**src/rtl/alu_issue_ctrl_pkg.sv**
```systemverilog
// alu_issue_ctrl_pkg: shared FSM encoding, flag bit indices and ALU function codes
package alu_issue_ctrl_pkg;

    typedef enum logic [1:0] {
        IDLE = 2'd0,
        WAIT = 2'd1,
        DONE = 2'd2
    } state_e;

    localparam int FLAG_CARRY = 4;
    localparam int FLAG_ARITH = 3;
    localparam int FLAG_LOGIC = 2;
    localparam int FLAG_CMP   = 1;
    localparam int FLAG_SHIFT = 0;

    localparam logic [3:0] FUN_ADD  = 4'd0;
    localparam logic [3:0] FUN_SUB  = 4'd1;
    localparam logic [3:0] FUN_MUL  = 4'd2;
    localparam logic [3:0] FUN_DIV  = 4'd3;
    localparam logic [3:0] FUN_AND  = 4'd4;
    localparam logic [3:0] FUN_OR   = 4'd5;
    localparam logic [3:0] FUN_NAND = 4'd6;
    localparam logic [3:0] FUN_NOR  = 4'd7;
    localparam logic [3:0] FUN_XOR  = 4'd8;
    localparam logic [3:0] FUN_XNOR = 4'd9;
    localparam logic [3:0] FUN_EQ   = 4'd10;
    localparam logic [3:0] FUN_GT   = 4'd11;
    localparam logic [3:0] FUN_LT   = 4'd12;
    localparam logic [3:0] FUN_SHR  = 4'd13;
    localparam logic [3:0] FUN_SHL  = 4'd14;

endpackage

```
**src/rtl/alu_reg_file.sv**
```systemverilog
// alu_reg_file: register file with two operand read ports, a host read port and one shared write port
module alu_reg_file #(
    parameter int DATA_W   = 16,
    parameter int RF_DEPTH = 8,
    parameter int ADDR_W   = 3
) (
    input  logic              CLK,
    input  logic              RST,
    input  logic              host_we,
    input  logic [ADDR_W-1:0] host_addr,
    input  logic [DATA_W-1:0] host_wdata,
    output logic [DATA_W-1:0] host_rdata,
    input  logic              wb_we,
    input  logic [ADDR_W-1:0] wb_addr,
    input  logic [DATA_W-1:0] wb_data,
    input  logic [ADDR_W-1:0] raddr1,
    input  logic [ADDR_W-1:0] raddr2,
    output logic [DATA_W-1:0] rdata1,
    output logic [DATA_W-1:0] rdata2
);

    logic [DATA_W-1:0] rf [RF_DEPTH];
    logic              we;
    logic [ADDR_W-1:0] waddr;
    logic [DATA_W-1:0] wdata;

    // write-back and host writes never coincide; write-back wins regardless
    assign we    = wb_we || host_we;
    assign waddr = wb_we ? wb_addr : host_addr;
    assign wdata = wb_we ? wb_data : host_wdata;

    always_ff @(posedge CLK or negedge RST) begin
        if (!RST) begin
            rf <= '{default: '0};
        end else if (we) begin
            rf[waddr] <= wdata;
        end
    end

    assign rdata1     = rf[raddr1];
    assign rdata2     = rf[raddr2];
    assign host_rdata = rf[host_addr];

endmodule

```
**src/rtl/alu_issue_ctrl.sv**
```systemverilog
// alu_issue_ctrl: accepts register-addressed ALU commands, drives the ALU,
// waits out its latency and writes the result back to the register file
module alu_issue_ctrl
    import alu_issue_ctrl_pkg::*;
#(
    parameter int DATA_W   = 16,
    parameter int FUN_W    = 4,
    parameter int RF_DEPTH = 8,
    parameter int ADDR_W   = $clog2(RF_DEPTH),
    parameter int ALU_LAT  = 1
) (
    input  logic              CLK,
    input  logic              RST,
    input  logic              CMD_VALID,
    output logic              CMD_READY,
    input  logic [FUN_W-1:0]  CMD_FUN,
    input  logic [ADDR_W-1:0] CMD_DST,
    input  logic [ADDR_W-1:0] CMD_SRC1,
    input  logic [ADDR_W-1:0] CMD_SRC2,
    input  logic              HOST_WE,
    input  logic [ADDR_W-1:0] HOST_ADDR,
    input  logic [DATA_W-1:0] HOST_WDATA,
    output logic [DATA_W-1:0] HOST_RDATA,
    output logic [DATA_W-1:0] ALU_A,
    output logic [DATA_W-1:0] ALU_B,
    output logic [FUN_W-1:0]  ALU_FUN,
    input  logic [DATA_W-1:0] ALU_RES,
    input  logic [4:0]        ALU_FLAGS,
    output logic              RES_VALID,
    output logic [DATA_W-1:0] RES_DATA,
    output logic [4:0]        RES_FLAGS
);

    state_e            state, state_nx;
    logic [2:0]        cnt;
    logic [ADDR_W-1:0] dst;
    logic              accept, capture;
    logic [DATA_W-1:0] rd1, rd2;

    assign CMD_READY = state == IDLE;
    assign accept    = CMD_READY && CMD_VALID;
    assign capture   = state == WAIT && cnt == 3'd0;

    alu_reg_file #(
        .DATA_W  (DATA_W),
        .RF_DEPTH(RF_DEPTH),
        .ADDR_W  (ADDR_W)
    ) u_rf (
        .CLK       (CLK),
        .RST       (RST),
        .host_we   (HOST_WE && CMD_READY),
        .host_addr (HOST_ADDR),
        .host_wdata(HOST_WDATA),
        .host_rdata(HOST_RDATA),
        .wb_we     (capture),
        .wb_addr   (dst),
        .wb_data   (ALU_RES),
        .raddr1    (CMD_SRC1),
        .raddr2    (CMD_SRC2),
        .rdata1    (rd1),
        .rdata2    (rd2)
    );

    always_ff @(posedge CLK or negedge RST) begin
        if (!RST) begin
            state <= IDLE;
        end else begin
            state <= state_nx;
        end
    end

    always_comb begin
        state_nx = accept ? WAIT : capture ? DONE : state == DONE ? IDLE : state;
    end

    // operands are sampled from the pre-write RF, so aliasing dst with a source is safe
    always_ff @(posedge CLK or negedge RST) begin
        if (!RST) begin
            ALU_A     <= '0;
            ALU_B     <= '0;
            ALU_FUN   <= '0;
            dst       <= '0;
            cnt       <= '0;
            RES_VALID <= 1'b0;
            RES_DATA  <= '0;
            RES_FLAGS <= '0;
        end else begin
            RES_VALID <= state == DONE;
            if (accept) begin
                ALU_A   <= rd1;
                ALU_B   <= rd2;
                ALU_FUN <= CMD_FUN;
                dst     <= CMD_DST;
                cnt     <= 3'(ALU_LAT);
            end else if (state == WAIT && cnt != 3'd0) begin
                cnt <= cnt - 3'd1;
            end
            if (capture) begin
                RES_DATA  <= ALU_RES;
                RES_FLAGS <= ALU_FLAGS;
            end
        end
    end

endmodule

```
**config.mk**
```make
export PLATFORM = sky130hd
export DESIGN_NAME = alu_issue_ctrl
export DESIGN_NICKNAME = d
export VERILOG_FILES = /design/src/rtl/alu_issue_ctrl_pkg.sv /design/src/rtl/alu_reg_file.sv /design/src/rtl/alu_issue_ctrl.sv
export SDC_FILE = /design/constraint.sdc
export NUM_CORES = 1
export LEC_CHECK = 0
export ABC_CLOCK_PERIOD_IN_PS = 8700
export CAP_MARGIN = 5
export CELL_PAD_IN_SITES_DETAIL_PLACEMENT = 0
export CELL_PAD_IN_SITES_GLOBAL_PLACEMENT = 2
export CORE_ASPECT_RATIO = 0.5
export CORE_UTILIZATION = 36
export DETAILED_ROUTE_END_ITERATION = 10
export PLACE_DENSITY_LB_ADDON = 0.1
export SLEW_MARGIN = 20
export SYNTH_ARGS = -nofsm -noshare
export SYNTH_HDL_FRONTEND = slang
export SYNTH_SLANG_ARGS = --single-unit
```
**constraint.sdc**
```tcl
create_clock -name CLK -period 8.7 [get_ports CLK]
set_input_delay 2.175 -clock CLK [delete_from_list [all_inputs] [get_ports CLK]]
set_output_delay 2.175 -clock CLK [all_outputs]
set_load 0.05 [all_outputs]
```
==> impl_results.md, run 1 <==
* Max Slew Vio Count at 0
* Postcts setup bufs at 0
* RSZ-0062 raised after global routing: no
* Fin crit share at 79.5%
* WS Path Type: input port to output port
* H-tree levels at 4
* Inst Count DP at 1201
* Mapped Cells at 727
* Core Util, Final at between 40% and 50%
* Minimum clock period at 6.92 ns
* Post-synth ARST share at 100%
* Nets at 897
* Grt ovf at 0
* CTS tree: done
* Synth area leaders: dfrtp_1 (47%), mux4_2 (21%), mux2_2 (17%)
* Initial antenna violation count at 0
* CTS buffer count at 17
* Final hold vios at 0
* Synth top area share at 47.2%
* CP endpoint kind: output port
* Sequential element share of the synthesized area at 47.2%
* # Max-Cap Violations at 0
* Tightest Hold Check Type: flip-flop to flip-flop
* Post-synth EDFFs at 0
* Setup crit start kind: input port
* All-layer global routing usage at 19.5%
* Cell taking the most area after synthesis: dfrtp_1
* Most common cell in the synthesized netlist: dfrtp_1
* Peak Freq at 145 MHz
* Io pins at 132
* Pleak at 0.00530 uW
* Number of gates resized after cts at 0
* Row count at 43
* Pre-antenna DRT Iters at 4
* Most used DFF post-synth: dfrtp_1
* Syn_nets at 786
* Delay of the slowest critical-path stage at 0.71 ns
* Syn_area_per_cell at 14.2 sq um
* Diode count at 0
* DP HPWL at 16800 um
* Die ar. at between 20000 and 30000 sq um
* Post-synthesis cell type count at 33
* Number of global-route vias before repair at 6754
* Clk_lat worst skew at 0.45 ns
* Synth warnings at 0
* Seq cells post-synth at 194
* First-pass GRT wire length at 41500 um
* Gpl congestion at 0.732
* Arr. time, crit path at 4.75 ns
* Vias post-DR at 6604
* Critical Path Fanout Max at 19
* Initial Utilization at 36.9%
* Hold_buf cts at 0
* Filler cells at between 2000 and 3000
* CP max stage cell: clkdlybuf4s50_1
* Synthesized area at 10300 sq um
* WL/cell at roughly 22 um
* Initial DRC Count at 350
* Final non-filler cell total at 1233
* DRC errors left at 0
* Pwr Density at roughly 380 nW/um^2
* Largest net degree at the start of global routing at between 80 and 90
* Core area at 27900 sq um
* Root Buffer: clkbuf_16
* Worst EP required at 6.53 ns
* Layout cell share with drive strength beyond 1 at 36.9%
* Worst-margin pin slew at 1.05 ns
* Clk sinks at between 150 and 200
* Slew HR at between 20 and 30%
* Setup tns final at 0 ns
* Post-route ant nets at 0
* Final setup vio count at 0
* Setup Skew at 0.0127 ns
* Number of port buffers at 131
* Worst-path cell chain: buf_2 > buf_4 > mux4_2 > mux2_2 > clkdlybuf4s50_1
* Routed WL at 26600 um
* Worst-case clock buffer depth at 2
* Peak VDD IR at around 0.16 mV
* Die W at approximately 240 um
* Commonest cells in the netlist: dfrtp_1 (194), mux2_2 (151), nand2_1 (98), mux4_2 (96)
* Layout area overhead at 22.1%
* Outcome: finished clean
* Vias per inst at 5.36
* Clock-pin slew on the worst setup and hold paths at approximately 0.070 ns
* Die height at roughly 120 um
## layout make-up
type	count	area, sq um	area share [%]
Clock buffer	17	425	3.39
Clock inverter	15	158	1.25
Inverter	2	7.51	0.0597
Multi-Input combinational cell	475	5230	41.6
Sequential cell	194	4850	38.6
Tap cell	382	478	3.80
Timing Repair Buffer	148	1420	11.3
## registers in the layout (all words and copies together), names as in the netlist
| name | count |
|---|---|
| dst | 3 |
| RES_DATA | 16 |
| ALU_FUN | 4 |
| RES_FLAGS | 5 |
| cnt | 3 |
| RES_VALID | 1 |
| u_rf.rf | 128 |
| state | 2 |
| ALU_A | 16 |
| ALU_B | 16 |
## path summary, 6_finish.rpt
check	start	to	slack [ns]	cells after the start
min reg2reg	RES_DATA[8]$_DFFE_PN0N_	RES_DATA[8]$_DFFE_PN0N_	0.48	2
max in group asynchronous	RST	RES_FLAGS[2]$_DFFE_PN0N_	5.49	2
min in group asynchronous	RST	ALU_B[3]$_DFFE_PN0P_	1.75	1
max	HOST_ADDR[0]	HOST_RDATA[2]	1.78	5
max reg2reg	cnt[0]$_DFFE_PN0P_	u_rf.rf[118]$_DFFE_PN0P_	5.18	7
min	RES_DATA[8]$_DFFE_PN0N_	RES_DATA[8]$_DFFE_PN0N_	0.48	2
## layer usage
metal | vias up | global-route usage [%] | wire [um]
met1 | 3522 | 27.7 | 12400
met3 | 18 | 3.26 | 1080
met5 | - | 0 | 0
li1 | 2945 | - | -
met4 | 0 | 5.54 | 260
met2 | 119 | 30.8 | 12900
## cell usage in the layout (no fill, tap or decap), drive strengths merged, types with 2 or more instances in the layout
cell	n
nor2b	3
o21bai	2
inv	6
mux2i	35
mux4	96
nor4b	2
a21oi	34
nor4bb	3
nand4bb	2
clkdlybuf4s50	125
dfrtp	194
clkinvlp	3
clkbuf	18
nor2	34
clkinv	6
mux2	151
buf	22
nand2	98
bufinv	2
ha	2
nand4b	3
## report_power, final
group | switching, uW | internal (uW) | total, uW
Clock | 373 | 427 | 800
Combinational | 1230 | 1100 | 2330
Sequential | 363 | 1340 | 1700
## logic make-up after synthesis
family,synth area share (%)
fa+ha+maj,0.243
mux,41.3
buf+inv,2.55
simple gates,6.58
flops,47.2
compound gates,2.15
## stage by stage
stage                     power, uW  instance area (sq um)  worst slack [ns]  hold slack, ns
after global placement         4040                  12000              1.72           0.460
after floorplan                3340                  10300              2.69           0.487
after detailed placement       4080                  12000              1.71           0.462
after global routing           5140                  12600              1.59           0.497
after CTS                      4900                  12600              1.70           0.481
final                          4830                  12600              1.78           0.477
## critical path, delay by kind of cell
family                 cells  cell delay [ns]
buffers and inverters      3             1.72
multiplexers               2             0.82
Note: power is estimated with default switching activity, not from simulation.
==> run 2, diff against run 1 <==
Settings changed: ABC_CLOCK_PERIOD_IN_PS 8700 to 6200.
Clock period 8.7 ns to 6.2 ns, I/O delays scaled along.
==> run 2 against run 1 <==
Net effect: combinational power up 40%; register-to-register slack worse by 2.3 ns; flip-flop and latch count is the same; critical path type unchanged.
==> impl_results.md, run 2 (synthesized netlist as in run 1, its figures left out) <==
* # Max-Cap Violations at 0 (unchanged)
* Most common cell after layout, fill and taps aside: dfrtp_1
* Tightest Hold Check Type: flip-flop to flip-flop
* Die height at 122 um (unchanged)
* Worst R2R Path Depth at 8 (+1)
* Max reg flops at 128 (unchanged)
* Clock-pin slew on the worst setup and hold paths at 0.07 ns (about the same)
* H-tree levels at 4 (unchanged)
* CTS tree: done
* Peak VDD IR at 0.225 mV (+37%)
* Initial antenna violation count at 0 (unchanged)
* WS Path Type: input port to output port
* Inst Count DP at 1206 (+0.42%)
* DP HPWL at 17200 um (+2.7%)
* First-pass GRT wire length at 41400 um (-0.20%)
* Pleak at 0.00536 uW (+1.0%)
* Nets at 902 (+0.56%)
* Switch Pwr at 2760 uW (+40%)
* Final non-filler cell total at 1238 (+0.41%)
* Io pins at 132 (unchanged)
* FF-to-FF Start: cnt[0]$_DFFE_PN0P_
* Row count at 43 (unchanged)
* Layout cell share with drive strength beyond 1 at 39.0% (+2.1 points)
* Core area at 27900 sq um (unchanged)
* Design Area, Final at 12600 sq um (+0.36%)
* Setup tns final at 0 ns (unchanged)
* Pwr Density at 543 nW/um^2 (+41%)
* Flop pwr share at 35.0% (-0.3 points)
* DRC errors left at 0 (unchanged)
* Critical Path Fanout Max at 33 (+14)
* Setup crit start: HOST_ADDR[1]
* Die W at 241 um (unchanged)
* Arr. time, crit path at 3.37 ns (-1.38 ns)
* Setup crit start kind: input port
* Reg with most FFs: u_rf.rf
* Most frequent cells in the layout: dfrtp_1 (194), mux2_2 (151), clkdlybuf4s50_1 (110)
* Initial Utilization at 36.9% (unchanged)
* Vias post-DR at 6572 (-0.48%)
* WL/cell at 21.5 um (-0.22%)
* Clk sinks at 194 (unchanged)
* Pre-antenna DRT Iters at 4 (unchanged)
* Worst-case clock buffer depth at 2 (unchanged)
* Vias per inst at 5.31 (-0.89%)
* Slew HR at 42.2% (+12 points)
* Post-route ant nets at 0 (unchanged)
* All-layer global routing usage at 19.3% (-0.12 points)
* Number of global-route vias before repair at 6835 (+1.2%)
* Min-Delay Endpoint: RES_DATA[0]$_DFFE_PN0N_
* Placed cell areas at 12000 sq um (about the same)
* R2r setup slk at 2.86 ns (-2.32 ns)
* Clock power frac at 17.4% (+0.9 points)
* Diode count at 0 (unchanged)
* Minimum clock period at 4.92 ns
* Largest net degree at the start of global routing at 95 (+17%)
* Initial DRC Count at 288 (-18%)
* Die ar. at 29300 sq um (unchanged)
* Hold Crit Start: RES_DATA[0]$_DFFE_PN0N_
* CP endpoint kind: output port
* Net Sw Frac at 40.3% (-0.42 points)
* Fin crit share at between 70% and 80%
* CTS buffer count at 17 (unchanged)
* Clk_lat worst skew at 0.45 ns (about the same)
* Worst EP required at 4.65 ns (-1.88 ns)
* Number of port buffers at 131 (unchanged)
* Hold depth at 2 (unchanged)
* Max Slew Vio Count at 0 (unchanged)
* Hold_buf cts at 0 (unchanged)
* Number of gates resized after cts at 0 (unchanged)
* Worst flop-to-flop path endpoint: u_rf.rf[112]$_DFFE_PN0P_
* Final hold vios at 0 (unchanged)
* Postcts setup bufs at 0 (unchanged)
* Combinational power share at 47.6% (-0.6 points)
* Routed WL at 26700 um (+0.18%)
* Root Buffer: clkbuf_16
* Setup Skew at 0.00578 ns (-0.00691 ns)
* Layout area overhead at 22.5%
* Final setup vio count at 0 (unchanged)
* Peak Freq at 203 MHz
* Gpl congestion at 0.744 (+1.6%)
* Grt ovf at 0 (unchanged)
* Int Pwr at 4090 uW (+43%)
* RSZ-0062 raised after global routing: no
* Worst-margin pin slew at 0.867 ns (-0.180 ns)
* Outcome: finished clean
## run 2: layout make-up
cell class	count	area [sq um]
multi-input cells	475	5230
repair buffers	153	1420
well taps	382	478
flip-flops and latches	194	4850
clock buffers	18	439
inverters	2	7.51
fillers	2584	15300
clock inverters	14	186
## run 2: through the flow
stage / worst slack [ns] / power [uW] / utilization [%] / hold slack, ns
finish: 1.28 / 6850 / 45.3 / 0.476
global placement: 1.31 / 5660 / 43.0 / 0.461
floorplan: 1.44 / 4690 / - / 0.487
global route: 1.21 / 7250 / 45.3 / 0.500
detailed placement: 1.29 / 5710 / 43.0 / 0.466
CTS: 1.29 / 6930 / 45.3 / 0.484
## run 2: power by group through the flow
stage	sequential [uW]	combinational, uW	clock [uW]
floorplan	2910	1770	0
global placement	2390	3270	0
detailed placement	2410	3290	0
CTS	2390	3300	1230
global route	2490	3480	1280
finish	2400	3260	1190
## run 2: worst max-delay path by stage
stage                                to
final                     HOST_RDATA[2]
after detailed placement  HOST_RDATA[0]
after floorplan           HOST_RDATA[0]
after CTS                 HOST_RDATA[0]
after global routing      HOST_RDATA[2]
after global placement    HOST_RDATA[0]
## run 2: per-layer routing
layer,wire (um),share of wire [%],global-route usage [%],vias up
met5,0,0,0,-
met4,272,1.0,5.58,0
met3,876,3.3,3.72,21
met2,12800,48,30.3,99
met1,12700,48,27.4,3496
li1,-,-,-,2956
## run 2: worst max-delay path, stage by stage
cell and delay (ns):
clkdlybuf4s50_1 0.45, buf_4 0.46, mux4_2 0.40, mux2_2 0.29
buf_4 0.19
==> run 3, diff against run 2 <==
Settings changed: ABC_CLOCK_PERIOD_IN_PS 6200 to 4800.
Clock period 6.2 ns to 4.8 ns, I/O delays scaled along.
==> run 3 against run 2 <==
Net effect: die area did not move; global-route usage hardly changed; non-clock buffer count grew 6; combinational power up 30%; core utilization is essentially flat; critical path depth unchanged; design area barely moved; flip-flop and latch count stayed put; count of clock-buffer cells in the layout is 2 higher.
==> impl_results.md, run 3 (synthesized netlist as in run 1, its figures left out) <==
* Outcome: finished clean
* Total power at 8690 uW (+27%)
* Number of port buffers at 131 (unchanged)
* Die ar. at 29300 sq um (unchanged)
* Initial Utilization at 36.9% (unchanged)
* Reg with most FFs: u_rf.rf
* Postcts setup bufs at 0 (unchanged)
* Clk_lat worst skew at 0.45 ns (about the same)
* Pleak at 0.00538 uW (+0.32%)
* First-pass GRT wire length at 41100 um (-0.62%)
* Flop pwr share at 35.6% (+0.6 points)
* Slew HR at 38.9% (-3.3 points)
* Final setup vio count at 0 (unchanged)
* Worst EP required at 3.60 ns (-1.05 ns)
* Vias post-DR at 6608 (+0.55%)
* Worst-path cell chain: clkdlybuf4s50_1 > buf_12 > mux4_2 > mux2_2 > buf_4
* Diode count at 0 (unchanged)
* Worst-case clock buffer depth at 2 (unchanged)
* CTS buffer count at 17 (unchanged)
* Met2 WL at 12900 um (+1.1%)
* Core area at 27900 sq um (unchanged)
* Io pins at 132 (unchanged)
* Final hold vios at 0 (unchanged)
* Int Pwr at 5110 uW (+25%)
* WL met3 at 1150 um (+31%)
* Arr. time, crit path at 2.82 ns (-0.55 ns)
* WL/cell at 21.4 um (-0.81%)
* H-tree levels at 4 (unchanged)
* CP endpoint kind: output port
* Tightest Hold Check Type: flip-flop to flip-flop
* Net Sw Frac at 41.1% (+0.84 points)
* Initial DRC Count at 365 (+27%)
* Max Used Layer: met4
* Layout area overhead at 22.7% (about the same)
* Clock-pin slew on the worst setup and hold paths at 0.08 ns (about the same)
* Clk sinks at 194 (unchanged)
* Pre-antenna DRT Iters at 6 (+2)
* Filler cells at 2596 (+0.46%)
* Post-route ant nets at 0 (unchanged)
* Die W at 241 um (unchanged)
* DRC errors left at 0 (unchanged)
* Most common cell after layout, fill and taps aside: dfrtp_1
* Max reg flops at 128 (unchanged)
* Layout cell share with drive strength beyond 1 at 39.3% (+0.31 points)
* Worst-margin pin slew at 0.917 ns (+0.0498 ns)
* Initial antenna violation count at 0 (unchanged)
* Buf+Inv Stages, Crit Path at 3 (unchanged)
* CP max stage cell: clkdlybuf4s50_1
* Hold Slack at 0.478 ns (+0.00118 ns)
* Peak VDD IR at 0.355 mV (+58%)
* Pwr Density at 688 nW/um^2 (+27%)
* Row count at 43 (unchanged)
* Delay-heaviest family, CP: buffers and inverters
* Number of global-route vias before repair at 6920 (+1.2%)
* Setup Skew at 0.00881 ns (+0.00303 ns)
* Most frequent cells in the layout: dfrtp_1 (194), mux2_2 (151), clkdlybuf4s50_1 (110)
* Critical Path Fanout Max at 33 (unchanged)
* Setup crit start kind: input port
* WS Path Type: input port to output port
* Gpl congestion at 0.768 (+3.2%)
* WL met1 at 12000 um (-5.7%)
* Peak Freq at 249 MHz
* RSZ-0062 raised after global routing: no
* Minimum clock period at 4.02 ns
* Routed WL at 26600 um (-0.33%)
* Nets at 908 (+0.67%)
* Hold_buf cts at 0 (unchanged)
* # Max-Cap Violations at 0 (unchanged)
* Setup tns final at 0 ns (unchanged)
* Switch Pwr at 3570 uW (+30%)
* CTS tree: done
* Largest net degree at the start of global routing at 96 (+1.1%)
* All-layer global routing usage at 19.3% (-0.036 points)
* Fin crit share at a little over four fifths
* Combinational power share at 48.6% (+1.0 points)
* Clock power frac at 15.8% (-1.6 points)
* Max Slew Vio Count at 0 (unchanged)
* Vias per inst at 5.31 (about the same)
* DP HPWL at 17600 um (+2.3%)
* Number of gates resized after cts at 0 (unchanged)
* Delay of the slowest critical-path stage at 0.51 ns (+0.05 ns)
* Root Buffer: clkbuf_16
* Core Util, Final at 45.3% (about the same)
* Die height at 122 um (unchanged)
* Grt ovf at 0 (unchanged)
## run 3: metal layers
layer,GRT usage [%],up-vias
met4,6.76,0
li1,-,2967
met1,26.2,3484
met3,3.33,34
met2,31.4,123
met5,0,-
## run 3: area by class of cell
type | count | area [sq um] | share of cell area (%)
Clock inverter | 12 | 98.8 | 0.783
Multi-Input combinational cell | 475 | 5230 | 41.4
Sequential cell | 194 | 4850 | 38.5
Tap cell | 382 | 478 | 3.79
Inverter | 2 | 7.51 | 0.0595
Timing Repair Buffer | 159 | 1500 | 11.9
Clock buffer | 20 | 457 | 3.62
## run 3: power groups by stage
stage / registers (uW) / clock network [uW] / logic [uW]
floorplan: 3760 / 0 / 2290
global placement: 3100 / 0 / 4230
detailed placement: 3120 / 0 / 4280
CTS: 3090 / 1420 / 4290
global route: 3220 / 1480 / 4520
finish: 3090 / 1370 / 4230
## run 3: stage by stage
stage / setup slack [ns] / cell area [sq um] / cells
after floorplan: 0.735 / 10300 / 727
after global placement: 0.817 / 12100 / 1212
after detailed placement: 0.784 / 12100 / 1212
after CTS: 0.781 / 12600 / 1244
after global routing: 0.740 / 12600 / 1244
final: 0.783 / 12600 / 1244
## run 3: worst paths after layout
path | startpoint | to | slack (ns) | cells past startpoint
setup / recovery | HOST_ADDR[1] | HOST_RDATA[7] | 0.78 | 5
max in group asynchronous | RST | u_rf.rf[71]$_DFFE_PN0P_ | 3.07 | 2
min in group asynchronous | RST | ALU_B[2]$_DFFE_PN0P_ | 0.78 | 1
setup reg to reg | cnt[0]$_DFFE_PN0P_ | u_rf.rf[104]$_DFFE_PN0P_ | 1.73 | 7
hold reg to reg | RES_DATA[9]$_DFFE_PN0N_ | RES_DATA[9]$_DFFE_PN0N_ | 0.48 | 2
hold / removal | RES_DATA[9]$_DFFE_PN0N_ | RES_DATA[9]$_DFFE_PN0N_ | 0.48 | 2
## run 3: tightest hold or removal path, delay by kind of cell (launching register included)
family,cells,cell delay [ns]
flops,1,0.35
simple gates,2,0.10
